File: src/rtl/hr_pkg.sv
`timescale 1ns/1ps
`default_nettype none
// ============================================================================
//  Module   : hr_pkg
//  Purpose  : Shared types and constants for the PmodAD1 heart-rate sampler.
//             Holds the sampler FSM state encoding, the ADC frame length and
//             the converted sample width.
//  Revision : 1.0 - initial release
// ============================================================================
package hr_pkg;

    // Sampler FSM states
    typedef enum logic [1:0] {
        IDLE  = 2'd0,
        CONV  = 2'd1,
        QUIET = 2'd2,
        LOAD  = 2'd3
    } hr_state_t;

    // SCLK cycles per AD7476 frame (4 leading zeros + 12 data bits)
    localparam int C_FRAME_BITS = 16;
    // Width of one converted sample
    localparam int C_SAMPLE_W   = 12;

    // Strip the leading-zero nibble from a received frame.
    function automatic logic [C_SAMPLE_W-1:0] frame_sample(
        input logic [C_FRAME_BITS-1:0] frame
    );
        return frame[C_SAMPLE_W-1:0];
    endfunction

endpackage
`default_nettype wire

File: src/rtl/hr_adc_spi_rx.sv
`timescale 1ns/1ps
`default_nettype none
// ============================================================================
//  Module   : hr_adc_spi_rx
//  Purpose  : SCLK generator and dual-channel shift engine for one PmodAD1
//             frame. A start pulse launches 16 SCLK periods (idle high, first
//             transition falling); done pulses on the 16th rising edge.
//  Ports    : sysCLK, resetN      - clock, asynchronous active-low reset
//             start               - begin a frame (one-cycle pulse)
//             done                - combinational pulse on the last SCLK rise
//             sclk                - serial clock to the ADC
//             d0, d1              - raw serial data from the ADC
//             shift0, shift1      - received frames, MSB first
//  Revision : 1.0 - initial release
// ============================================================================
module hr_adc_spi_rx
    import hr_pkg::*;
#(
    parameter int CLK_DIV = 4
) (
    input  logic                    sysCLK,
    input  logic                    resetN,
    input  logic                    start,
    output logic                    done,
    output logic                    sclk,
    input  logic                    d0,
    input  logic                    d1,
    output logic [C_FRAME_BITS-1:0] shift0,
    output logic [C_FRAME_BITS-1:0] shift1
);

    localparam int C_DIV_W = (CLK_DIV > 1) ? $clog2(CLK_DIV) : 1;
    localparam int C_CNT_W = $clog2(C_FRAME_BITS);

    logic                    r_busy;
    logic [C_DIV_W-1:0]      r_div_cnt;
    logic [C_CNT_W-1:0]      r_rise_cnt;
    logic                    r_sclk;
    logic [1:0]              r_d0_sync;
    logic [1:0]              r_d1_sync;
    logic [1:0]              r_rise_pipe;
    logic [C_FRAME_BITS-1:0] r_shift0;
    logic [C_FRAME_BITS-1:0] r_shift1;

    logic w_tick;
    logic w_rise;
    logic w_last;

    assign w_tick = r_busy && (r_div_cnt == C_DIV_W'(CLK_DIV - 1));
    assign w_rise = w_tick && !r_sclk;
    assign w_last = w_rise && (r_rise_cnt == C_CNT_W'(C_FRAME_BITS - 1));

    assign done   = w_last;
    assign sclk   = r_sclk;
    assign shift0 = r_shift0;
    assign shift1 = r_shift1;

    always_ff @(posedge sysCLK or negedge resetN) begin
        if (!resetN) begin
            r_busy      <= 1'b0;
            r_div_cnt   <= '0;
            r_rise_cnt  <= '0;
            r_sclk      <= 1'b1;
            r_d0_sync   <= '0;
            r_d1_sync   <= '0;
            r_rise_pipe <= '0;
            r_shift0    <= '0;
            r_shift1    <= '0;
        end else begin
            r_d0_sync   <= {r_d0_sync[0], d0};
            r_d1_sync   <= {r_d1_sync[0], d1};
            // The synchronizer delays data by two cycles, so the rising-edge
            // strobe is delayed by the same amount; the bit shifted in is the
            // pin value just before SCLK rose.
            r_rise_pipe <= {r_rise_pipe[0], w_rise};
            if (r_rise_pipe[1]) begin
                r_shift0 <= {r_shift0[C_FRAME_BITS-2:0], r_d0_sync[1]};
                r_shift1 <= {r_shift1[C_FRAME_BITS-2:0], r_d1_sync[1]};
            end

            if (start) begin
                r_busy     <= 1'b1;
                r_div_cnt  <= '0;
                r_rise_cnt <= '0;
                r_sclk     <= 1'b1;
            end else if (r_busy) begin
                if (w_tick) begin
                    r_div_cnt <= '0;
                    r_sclk    <= ~r_sclk;
                    if (w_last) begin
                        r_busy <= 1'b0;
                    end else if (w_rise) begin
                        r_rise_cnt <= r_rise_cnt + 1'b1;
                    end
                end else begin
                    r_div_cnt <= r_div_cnt + 1'b1;
                end
            end
        end
    end

endmodule
`default_nettype wire

File: src/rtl/hr_adc_sampler.sv
`timescale 1ns/1ps
`default_nettype none
// ============================================================================
//  Module   : hr_adc_sampler
//  Purpose  : Periodic dual-channel PmodAD1 sampler. Starts a conversion every
//             SAMPLE_PERIOD cycles, enforces a CS-high quiet time, latches the
//             12-bit results and offers them through a rdy/ack handshake with
//             a sticky overrun flag.
//  Options  : HR_ADC_AVG_EN - when defined, sample0/1 carry the 4-point moving
//             average of the last four conversions instead of raw results.
//  Ports    : sysCLK, resetN        - clock, asynchronous active-low reset
//             adc_cs_n, adc_sclk    - ADC chip select and serial clock
//             adc_d0, adc_d1        - ADC serial data, channel 0 / 1
//             sample0, sample1      - latched results
//             sample_rdy/sample_ack - new-pair flag and consumer acknowledge
//             overrun               - sticky: unacknowledged pair overwritten
//  Revision : 1.0 - initial release
// ============================================================================
module hr_adc_sampler
    import hr_pkg::*;
#(
    parameter int CLK_DIV       = 4,
    parameter int SAMPLE_PERIOD = 8400,
    // Must be at least 2 so the delayed final bit lands before LOAD.
    parameter int QUIET_CYC     = 4
) (
    input  logic                  sysCLK,
    input  logic                  resetN,
    output logic                  adc_cs_n,
    output logic                  adc_sclk,
    input  logic                  adc_d0,
    input  logic                  adc_d1,
    output logic [C_SAMPLE_W-1:0] sample0,
    output logic [C_SAMPLE_W-1:0] sample1,
    output logic                  sample_rdy,
    input  logic                  sample_ack,
    output logic                  overrun
);

    localparam int C_PER_W   = $clog2(SAMPLE_PERIOD);
    localparam int C_QUIET_W = (QUIET_CYC > 1) ? $clog2(QUIET_CYC) : 1;

    hr_state_t               r_state;
    logic [C_PER_W-1:0]      r_period_cnt;
    logic [C_QUIET_W-1:0]    r_quiet_cnt;
    logic                    r_cs_n;
    logic [C_SAMPLE_W-1:0]   r_sample0;
    logic [C_SAMPLE_W-1:0]   r_sample1;
    logic                    r_rdy;
    logic                    r_overrun;

    logic                    w_wrap;
    logic                    w_start;
    logic                    w_spi_done;
    logic [C_FRAME_BITS-1:0] w_shift0;
    logic [C_FRAME_BITS-1:0] w_shift1;
    logic [C_SAMPLE_W-1:0]   w_raw0;
    logic [C_SAMPLE_W-1:0]   w_raw1;
    logic [C_SAMPLE_W-1:0]   w_new0;
    logic [C_SAMPLE_W-1:0]   w_new1;

    assign w_wrap  = (r_period_cnt == C_PER_W'(SAMPLE_PERIOD - 1));
    // A wrap seen outside IDLE is simply dropped, never queued.
    assign w_start = (r_state == IDLE) && w_wrap;
    assign w_raw0  = frame_sample(w_shift0);
    assign w_raw1  = frame_sample(w_shift1);

    hr_adc_spi_rx #(
        .CLK_DIV (CLK_DIV)
    ) u_spi_rx (
        .sysCLK (sysCLK),
        .resetN (resetN),
        .start  (w_start),
        .done   (w_spi_done),
        .sclk   (adc_sclk),
        .d0     (adc_d0),
        .d1     (adc_d1),
        .shift0 (w_shift0),
        .shift1 (w_shift1)
    );

`ifdef HR_ADC_AVG_EN
    localparam int C_SUM_W = C_SAMPLE_W + 2;

    logic [2:0][C_SAMPLE_W-1:0] r_hist0;
    logic [2:0][C_SAMPLE_W-1:0] r_hist1;
    logic [C_SUM_W-1:0]         w_sum0;
    logic [C_SUM_W-1:0]         w_sum1;

    assign w_sum0 = C_SUM_W'(w_raw0) + C_SUM_W'(r_hist0[0])
                  + C_SUM_W'(r_hist0[1]) + C_SUM_W'(r_hist0[2]);
    assign w_sum1 = C_SUM_W'(w_raw1) + C_SUM_W'(r_hist1[0])
                  + C_SUM_W'(r_hist1[1]) + C_SUM_W'(r_hist1[2]);
    assign w_new0 = w_sum0[C_SUM_W-1:2];
    assign w_new1 = w_sum1[C_SUM_W-1:2];

    // History of the three previous raw conversions, newest in slot 0.
    always_ff @(posedge sysCLK or negedge resetN) begin
        if (!resetN) begin
            r_hist0 <= '0;
            r_hist1 <= '0;
        end else if (r_state == LOAD) begin
            r_hist0 <= {r_hist0[1:0], w_raw0};
            r_hist1 <= {r_hist1[1:0], w_raw1};
        end
    end
`else
    assign w_new0 = w_raw0;
    assign w_new1 = w_raw1;
`endif

    // Free-running conversion period counter, active in every state.
    always_ff @(posedge sysCLK or negedge resetN) begin
        if (!resetN) begin
            r_period_cnt <= '0;
        end else if (w_wrap) begin
            r_period_cnt <= '0;
        end else begin
            r_period_cnt <= r_period_cnt + 1'b1;
        end
    end

    always_ff @(posedge sysCLK or negedge resetN) begin
        if (!resetN) begin
            r_state     <= IDLE;
            r_cs_n      <= 1'b1;
            r_quiet_cnt <= '0;
            r_sample0   <= '0;
            r_sample1   <= '0;
            r_rdy       <= 1'b0;
            r_overrun   <= 1'b0;
        end else begin
            case (r_state)
                IDLE: begin
                    if (w_wrap) begin
                        r_state <= CONV;
                        r_cs_n  <= 1'b0;
                    end
                end
                CONV: begin
                    if (w_spi_done) begin
                        r_state     <= QUIET;
                        r_cs_n      <= 1'b1;
                        r_quiet_cnt <= '0;
                    end
                end
                QUIET: begin
                    if (r_quiet_cnt == C_QUIET_W'(QUIET_CYC - 1)) begin
                        r_state <= LOAD;
                    end else begin
                        r_quiet_cnt <= r_quiet_cnt + 1'b1;
                    end
                end
                LOAD: begin
                    r_state <= IDLE;
                end
                default: begin
                    r_state <= IDLE;
                end
            endcase

            // A load takes priority over an acknowledge in the same cycle:
            // the new pair stays pending and overrun is left as it was.
            if (r_state == LOAD) begin
                r_sample0 <= w_new0;
                r_sample1 <= w_new1;
                r_rdy     <= 1'b1;
                if (r_rdy && !sample_ack) begin
                    r_overrun <= 1'b1;
                end
            end else if (r_rdy && sample_ack) begin
                r_rdy     <= 1'b0;
                r_overrun <= 1'b0;
            end
        end
    end

    assign adc_cs_n   = r_cs_n;
    assign sample0    = r_sample0;
    assign sample1    = r_sample1;
    assign sample_rdy = r_rdy;
    assign overrun    = r_overrun;

endmodule
`default_nettype wire

File: config.mk
export PLATFORM = sky130hd
export DESIGN_NAME = hr_adc_sampler
export DESIGN_NICKNAME = d
export VERILOG_FILES = /design/src/rtl/hr_pkg.sv /design/src/rtl/hr_adc_spi_rx.sv /design/src/rtl/hr_adc_sampler.sv
export SDC_FILE = /design/constraint.sdc
export NUM_CORES = 1
export LEC_CHECK = 0
export ABC_AREA = 1
export BUFFER_PORTS_ARGS = -buffer_cell sky130_fd_sc_hd__buf_2
export CAP_MARGIN = 20
export CORE_MARGIN = 8
export CORE_UTILIZATION = 58
export DETAILED_ROUTE_END_ITERATION = 10
export PLACE_DENSITY_LB_ADDON = 0.08
export SETUP_SLACK_MARGIN = 0.4
export SYNTH_ARGS = -nofsm -noshare
export SYNTH_HDL_FRONTEND = slang
export SYNTH_SLANG_ARGS = --single-unit
File: constraint.sdc
create_clock -name sysCLK -period 1.6 [get_ports sysCLK]
set_input_delay 0.08 -clock sysCLK [delete_from_list [all_inputs] [get_ports sysCLK]]
set_output_delay 0.08 -clock sysCLK [all_outputs]
set_load 0.01 [all_outputs]
; Word level (Yosys, flattened, before mapping)
; Cells that the tools add are included.
[classes]
add_sub_neg = 4
multipliers = 0
div = 0
n_lt_le_gt_ge = 0
eq_ne = 13
n_shift = 0
mux = 30
n_bitwise = 1
n_reduce_logical = 21
[op_table]
columns = op, n
row1 = 4-bit 2-to-1 mux, 5
row2 = 2-bit 2-to-1 mux, 8
row3 = "14-bit by 1-bit adder with 14-bit output, second input constant", 1
row4 = "14-bit == test, second input constant", 1
row5 = 14-bit 2-to-1 mux, 1
row6 = 1-bit 2-to-1 mux, 13
row7 = 2-bit nonzero test, 6
row8 = 3-bit AND reduction, 3
row9 = "2-bit == test, second input constant", 4
row10 = 2-bit one-hot mux with 4 select lines, 1
row11 = 1-bit logical AND, 6
row12 = "2-bit by 1-bit inequality test with 1-bit output, second input constant", 3
row13 = "2-bit inequality test, second input constant", 3
row14 = "2-bit by 1-bit adder with 2-bit output, second input constant", 2
row15 = "4-bit by 1-bit adder with 4-bit output, second input constant", 1
row16 = "4-bit == test, second input constant", 1
row17 = 2-bit one-hot mux with 2 select lines, 1
row18 = 2-bit AND reduction, 2
row19 = 4-bit AND reduction, 1
row20 = "2-bit by 1-bit == test with 1-bit output, second input constant", 1
row21 = 1-bit logical NOT, 2
row22 = 2-bit logical NOT, 1
row23 = 1-bit one-hot mux with 2 select lines, 1
row24 = 1-bit NOT, 1
[word_totals]
reg_bits = 83
latch_bits = 0
mem_bits_rw = 0
mem_bits_ro = 0
output_inout_bits = 28
wordCells = 86
mem_count = 0

; Depth between registers and ports, before layout
[logic_depth]
ltp_word = 8
ltp_mapped = 9

; Modules after synthesis
; From an unflattened synthesis, not the netlist that was laid out.
[hier_totals]
cells_unflattened = 420
hier_area_um2 = 3876.2
[by_module_without_submodules]
columns = module, n_inst, cells_each, area_each_um2, seq_area_each_um2
row1 = hr_adc_sampler, 1, 243, 2093.3, 1127.3
row2 = hr_adc_spi_rx, 1, 177, 1783.0, 1152.4

; Worst setup path after synthesis
; OpenSTA, ideal clock, no wires.
[synth_path]
path_type = reg-to-reg
startpoint = register r_period_cnt[0]
endpoint = register u_spi_rx.r_rise_cnt[3]
setup_ps = 120
arrival_ps = 1157
slack_ps = 323
path_stages_with_launch = 7
n_path_buf = 0
period_less_slack_ps = 1277
path_cell_list = dfrtp_1 -> ha_1 -> nand3_1 -> nor2_1 -> nand3_2 -> o21ai_0 -> nor2_1
[synth_between]
elab_chain_len = 4
word_cells_on_any_way = 8
classes_between = eq/ne (2) / mux (1) / reduce/logical (5)
[synth_rtl]
columns = item, line
row1 = "start, declared", hr_adc_sampler.sv:44  ; logic [C_PER_W-1:0] r_period_cnt;
row2 = "start signal, assigned", hr_adc_sampler.sv:119  ; r_period_cnt <= r_period_cnt + 1'b1;
row3 = 14-bit == test (*), hr_adc_sampler.sv:62  ; assign w_wrap = (r_period_cnt == C_PER_W'(SAMPLE_PERIOD - 1));
row4 = 1-bit logical AND (*), hr_adc_sampler.sv:64  ; assign w_start = (r_state == IDLE) && w_wrap;
row5 = 2-bit by 1-bit inequality test with 1-bit output (no source line) or 2-bit nonzero test (tied branches), n/a
row6 = 4-bit AND reduction (no source line), n/a
row7 = "end signal, assigned", hr_adc_spi_rx.sv:93  ; r_rise_cnt <= r_rise_cnt + 1'b1;
row8 = "end, declared", hr_adc_spi_rx.sv:37  ; logic [C_CNT_W-1:0] r_rise_cnt;
; Every way passes the cells marked *; elsewhere a longest branch is shown, timed or not.
; A chain may end at the register's enable or synchronous reset.

; Final worst setup path
[layout_path]
startpoint = register u_spi_rx.r_div_cnt[0]
endpoint = register r_state[1]
[layout_between]
elab_chain_len = 6
[layout_rtl]
columns = item, line
row1 = "start, declared", hr_adc_spi_rx.sv:36  ; logic [C_DIV_W-1:0] r_div_cnt;
row2 = "start signal, assigned", hr_adc_spi_rx.sv:96  ; r_div_cnt <= r_div_cnt + 1'b1;
row3 = 2-bit == test, hr_adc_spi_rx.sv:49  ; assign w_tick = r_busy && (r_div_cnt == C_DIV_W'(CLK_DIV - 1));
row4 = 1-bit logical AND, hr_adc_spi_rx.sv:49
row5 = 1-bit logical AND, hr_adc_spi_rx.sv:50  ; assign w_rise = w_tick && !r_sclk;
row6 = via u_spi_rx.w_rise, hr_adc_spi_rx.sv:46  ; logic w_rise;
row7 = 1-bit logical AND, hr_adc_spi_rx.sv:51  ; assign w_last = w_rise && (r_rise_cnt == C_CNT_W'(C_FRAME_BITS - 1));
row8 = 2-bit by 1-bit inequality test with 1-bit output (no source line), n/a
row9 = 3-bit AND reduction (no source line), n/a
row10 = "end signal, assigned", hr_adc_sampler.sv:125  ; r_state <= IDLE;
row11 = "end signal, assigned", hr_adc_sampler.sv:136  ; r_state <= CONV;
row12 = "end signal, assigned", hr_adc_sampler.sv:142  ; r_state <= QUIET;
row13 = "end, declared", hr_adc_sampler.sv:43  ; hr_state_t r_state;
; The timed path passes the listed nets, and every way through them passes these cells.

==> metrics.yaml <==
slew_headroom_pct: 76.9
p_leak_uw: 0.00224
clock_sinks: 83
setup_tns_ns: 0
synthCells: 393
slowest_delay_ns: 0.41
post_drt_wl_per_cell_um: 13.3
grt_pass1_vias: 2632
slowest_stage: "dfrtp_1"
die_area_sq_um: 8870
setup_viol: 0
ant_nets: 0
peakVddDrop_uv: 574
start_util_pct: 59.9
drv_slew: 0
cellPowerDensity_nw_per_um2: 789
maxCapViolCount: 0
synth.mux.area_fraction_pct: 0.635
viasPerCell: 5.09
critPathMostFrequentCell: "nand2_1"
yosysSeqAreaShare_pct: 58.6
hp-class: "input pin to asynchronous set/reset pin"
crit_path_start: "u_spi_rx.r_div_cnt[0]$_DFFE_PN0P_"
fp.dieH_um: 94.2
synth_edf_count: 0
drive_above_1_share_pct: 28.1
hold_viol_final: 0
mostFrequentLayoutCell: "nand2_1"
die_width_um: 94.2
endpoint: "r_state[1]$_DFFE_PN0P_"
io_buffers: 32
synth_compound_area_share_pct: 8.99
gp_congestion: 0.858
clock_path_buffers: 2
run_status: "completed"
cts_max_level: 3
synth_seq_cells: 83
crit_type: "register to register"
avgSynthCellArea_sq_um: 9.03
hpwl_mm: 4.36
rr_endpoint: "r_state[1]$_DFFE_PN0P_"
overflow: 0
async_reset_ff_share_pct: 100
numCtsBuffers: 9
cts_tree: "done"
rr_startpoint: "u_spi_rx.r_div_cnt[0]$_DFFE_PN0P_"
route.detailed.drc: 0
track_usage_pct: 16.4
ios: 33
yosysWarnings: 0
antenna_cells: 0
synthesis.nets: 407
synthFlopType: "dfrtp_1"
rsz0062_at_grt: "yes"
clock-root-buffer: "clkbuf_8"
synth_xor_xnor_area_share_pct: 1.23
layout_common_cells: "nand2_1, dfrtp_1, inv_1, o21ai_0, buf_2"
drtIter0Drc: 70
area_growth_pct: 25.6
crit_arrival_ns: 1.61
syn_area_sq_um: 3550
worst-r2r-setup-slack_ns: 0.22
core_sq_um: 5920
critPathCaptureType: "register"
drt_pass1_iterations: 4
totalWireLength_mm: 7.13
total_power_uw: 3520
worstSetupPathDepth: 8
vias: 2736
grt_antenna_before_repair: 0
std_cell_rows: 28
clk_latency_ns: 0.34
worst_pin_slew_ns: 0.347
synth_fa_ha_area_share_pct: 3.17
critPathLaunchType: "register"
cpLargestDelayFamily: "simple AND/OR/NAND/NOR gates"
cp.required_ns: 1.84
path_clk_slew_ns: 0.08
synth_top_family_by_area: "simple AND/OR/NAND/NOR gates"
timing.final.crit_share_pct: 86.1
fmax_ghz: 0.726
path_cells: "ha_4 > nand2_2 > nor2_4 > nand2_4 > a21oi_4 > nand2_1 > nand2_1 > nand2_1"
grt_pass1_wl_mm: 11.7
synth_cell_types: 25
cp_num_buf_inv: 0
fin_worst_skew_ns: 0.00809
min_period_ns: 1.38
reg2regPathDepth: 8
grt_max_degree: 41
cp_max_fo: 3
nets: 472
yosys.area_share.simple_pct: 20.2
==> worst min path at each step <==
stage,slack (ns),depth (start not counted),end,start
2_1_floorplan,-0.22,0,overrun$_DFFE_PN0P_,resetN
3_3_place_gp,0.01,1,sample1[7]$_DFFE_PN0P_,resetN
3_5_place_dp,0.02,1,sample1[8]$_DFFE_PN0P_,resetN
4_1_cts,0.19,2,u_spi_rx.shift1[10]$_DFFE_PN0P_,resetN
5_1_grt,0.22,2,u_spi_rx.shift1[8]$_DFFE_PN0P_,resetN
6_report,0.18,2,sample1[8]$_DFFE_PN0P_,resetN
==> logic make-up after synthesis <==
family | Yosys count
buffers and inverters | 66
XOR/XNOR | 5
multiplexers | 2
adder cells (fa/ha/maj) | 9
AND/OR/NAND/NOR | 166
AO/OA/AOI/OAI | 62
flip-flops | 83
==> state kept, by name, indices dropped and copies added (netlist names) <==
register and cells:
r_period_cnt 14, u_spi_rx.r_div_cnt 2, u_spi_rx.shift1 12, u_spi_rx.r_d0_sync 2, u_spi_rx.sclk 1, r_state 2
u_spi_rx.r_d1_sync 2, u_spi_rx.r_rise_pipe 2, sample_rdy 1, u_spi_rx.r_rise_cnt 4, sample0 12, u_spi_rx.shift0 12
sample1 12, r_quiet_cnt 2, u_spi_rx.r_busy 1, adc_cs_n 1, overrun 1
==> what timing repair did <==
item                                    4_1_cts  5_1_grt
hold buffers                                  4        0
cloned                                        1        1
endpoints found under the hold margin        67        0
endpoints found under the setup margin       49       50
setup buffers                                11        8
resized for setup                            27       31
pin swaps                                     9       14
==> final cells by class <==
type                    instances  area (sq um)
fillers                       426          1470
well taps                      75          93.8
inverters                      56           215
clock buffers                  11           151
clock inverters                 4          23.8
repair buffers                 64           487
flip-flops and latches         83          2090
multi-input cells             244          1400
==> synth_stat cells, drive strengths merged (3+ instances only) <==
cell | n | area share (%)
inv | 56 | 5.9
o21ai | 55 | 7.8
xor2 | 4 | 0.99
nor3 | 3 | 0.42
clkbuf | 5 | 0.53
nand2 | 108 | 12
a21oi | 5 | 0.81
nor2 | 34 | 4.7
buf | 5 | 0.71
dfrtp | 81 | 57
nand3 | 17 | 2.5
ha | 9 | 3.2
==> routing by layer <==
| layer | vias to the layer above | GRT usage (%) | wire (um) |
|---|---|---|---|
| li1 | 1358 | - | - |
| met1 | 1327 | 20.6 | 3160 |
| met2 | 42 | 26.2 | 3580 |
| met3 | 9 | 3.44 | 288 |
| met4 | 0 | 7.93 | 93 |
| met5 | - | 0 | 0 |
==> where the power goes <==
part	internal, uW	leakage [uW]	switching [uW]
registers	2100	0.00112	2.12
clock network	638	0.0000954	711
logic	18.7	0.00102	44.0
total	2760	0.00224	758
==> through the flow <==
stage / utilization [%] / setup slack [ns] / hold slack (ns) / cells / area, sq um
floorplan: - / 0.343 / -0.216 / 393 / 3570
global placement: 64.9 / 0.259 / 0.0113 / 497 / 3840
detailed placement: 64.9 / 0.207 / 0.0155 / 497 / 3840
CTS: 72.2 / 0.275 / 0.187 / 528 / 4270
global route: 75.3 / 0.166 / 0.217 / 537 / 4460
finish: 75.3 / 0.222 / 0.184 / 537 / 4460
Note: power is estimated with default switching activity, not from simulation.
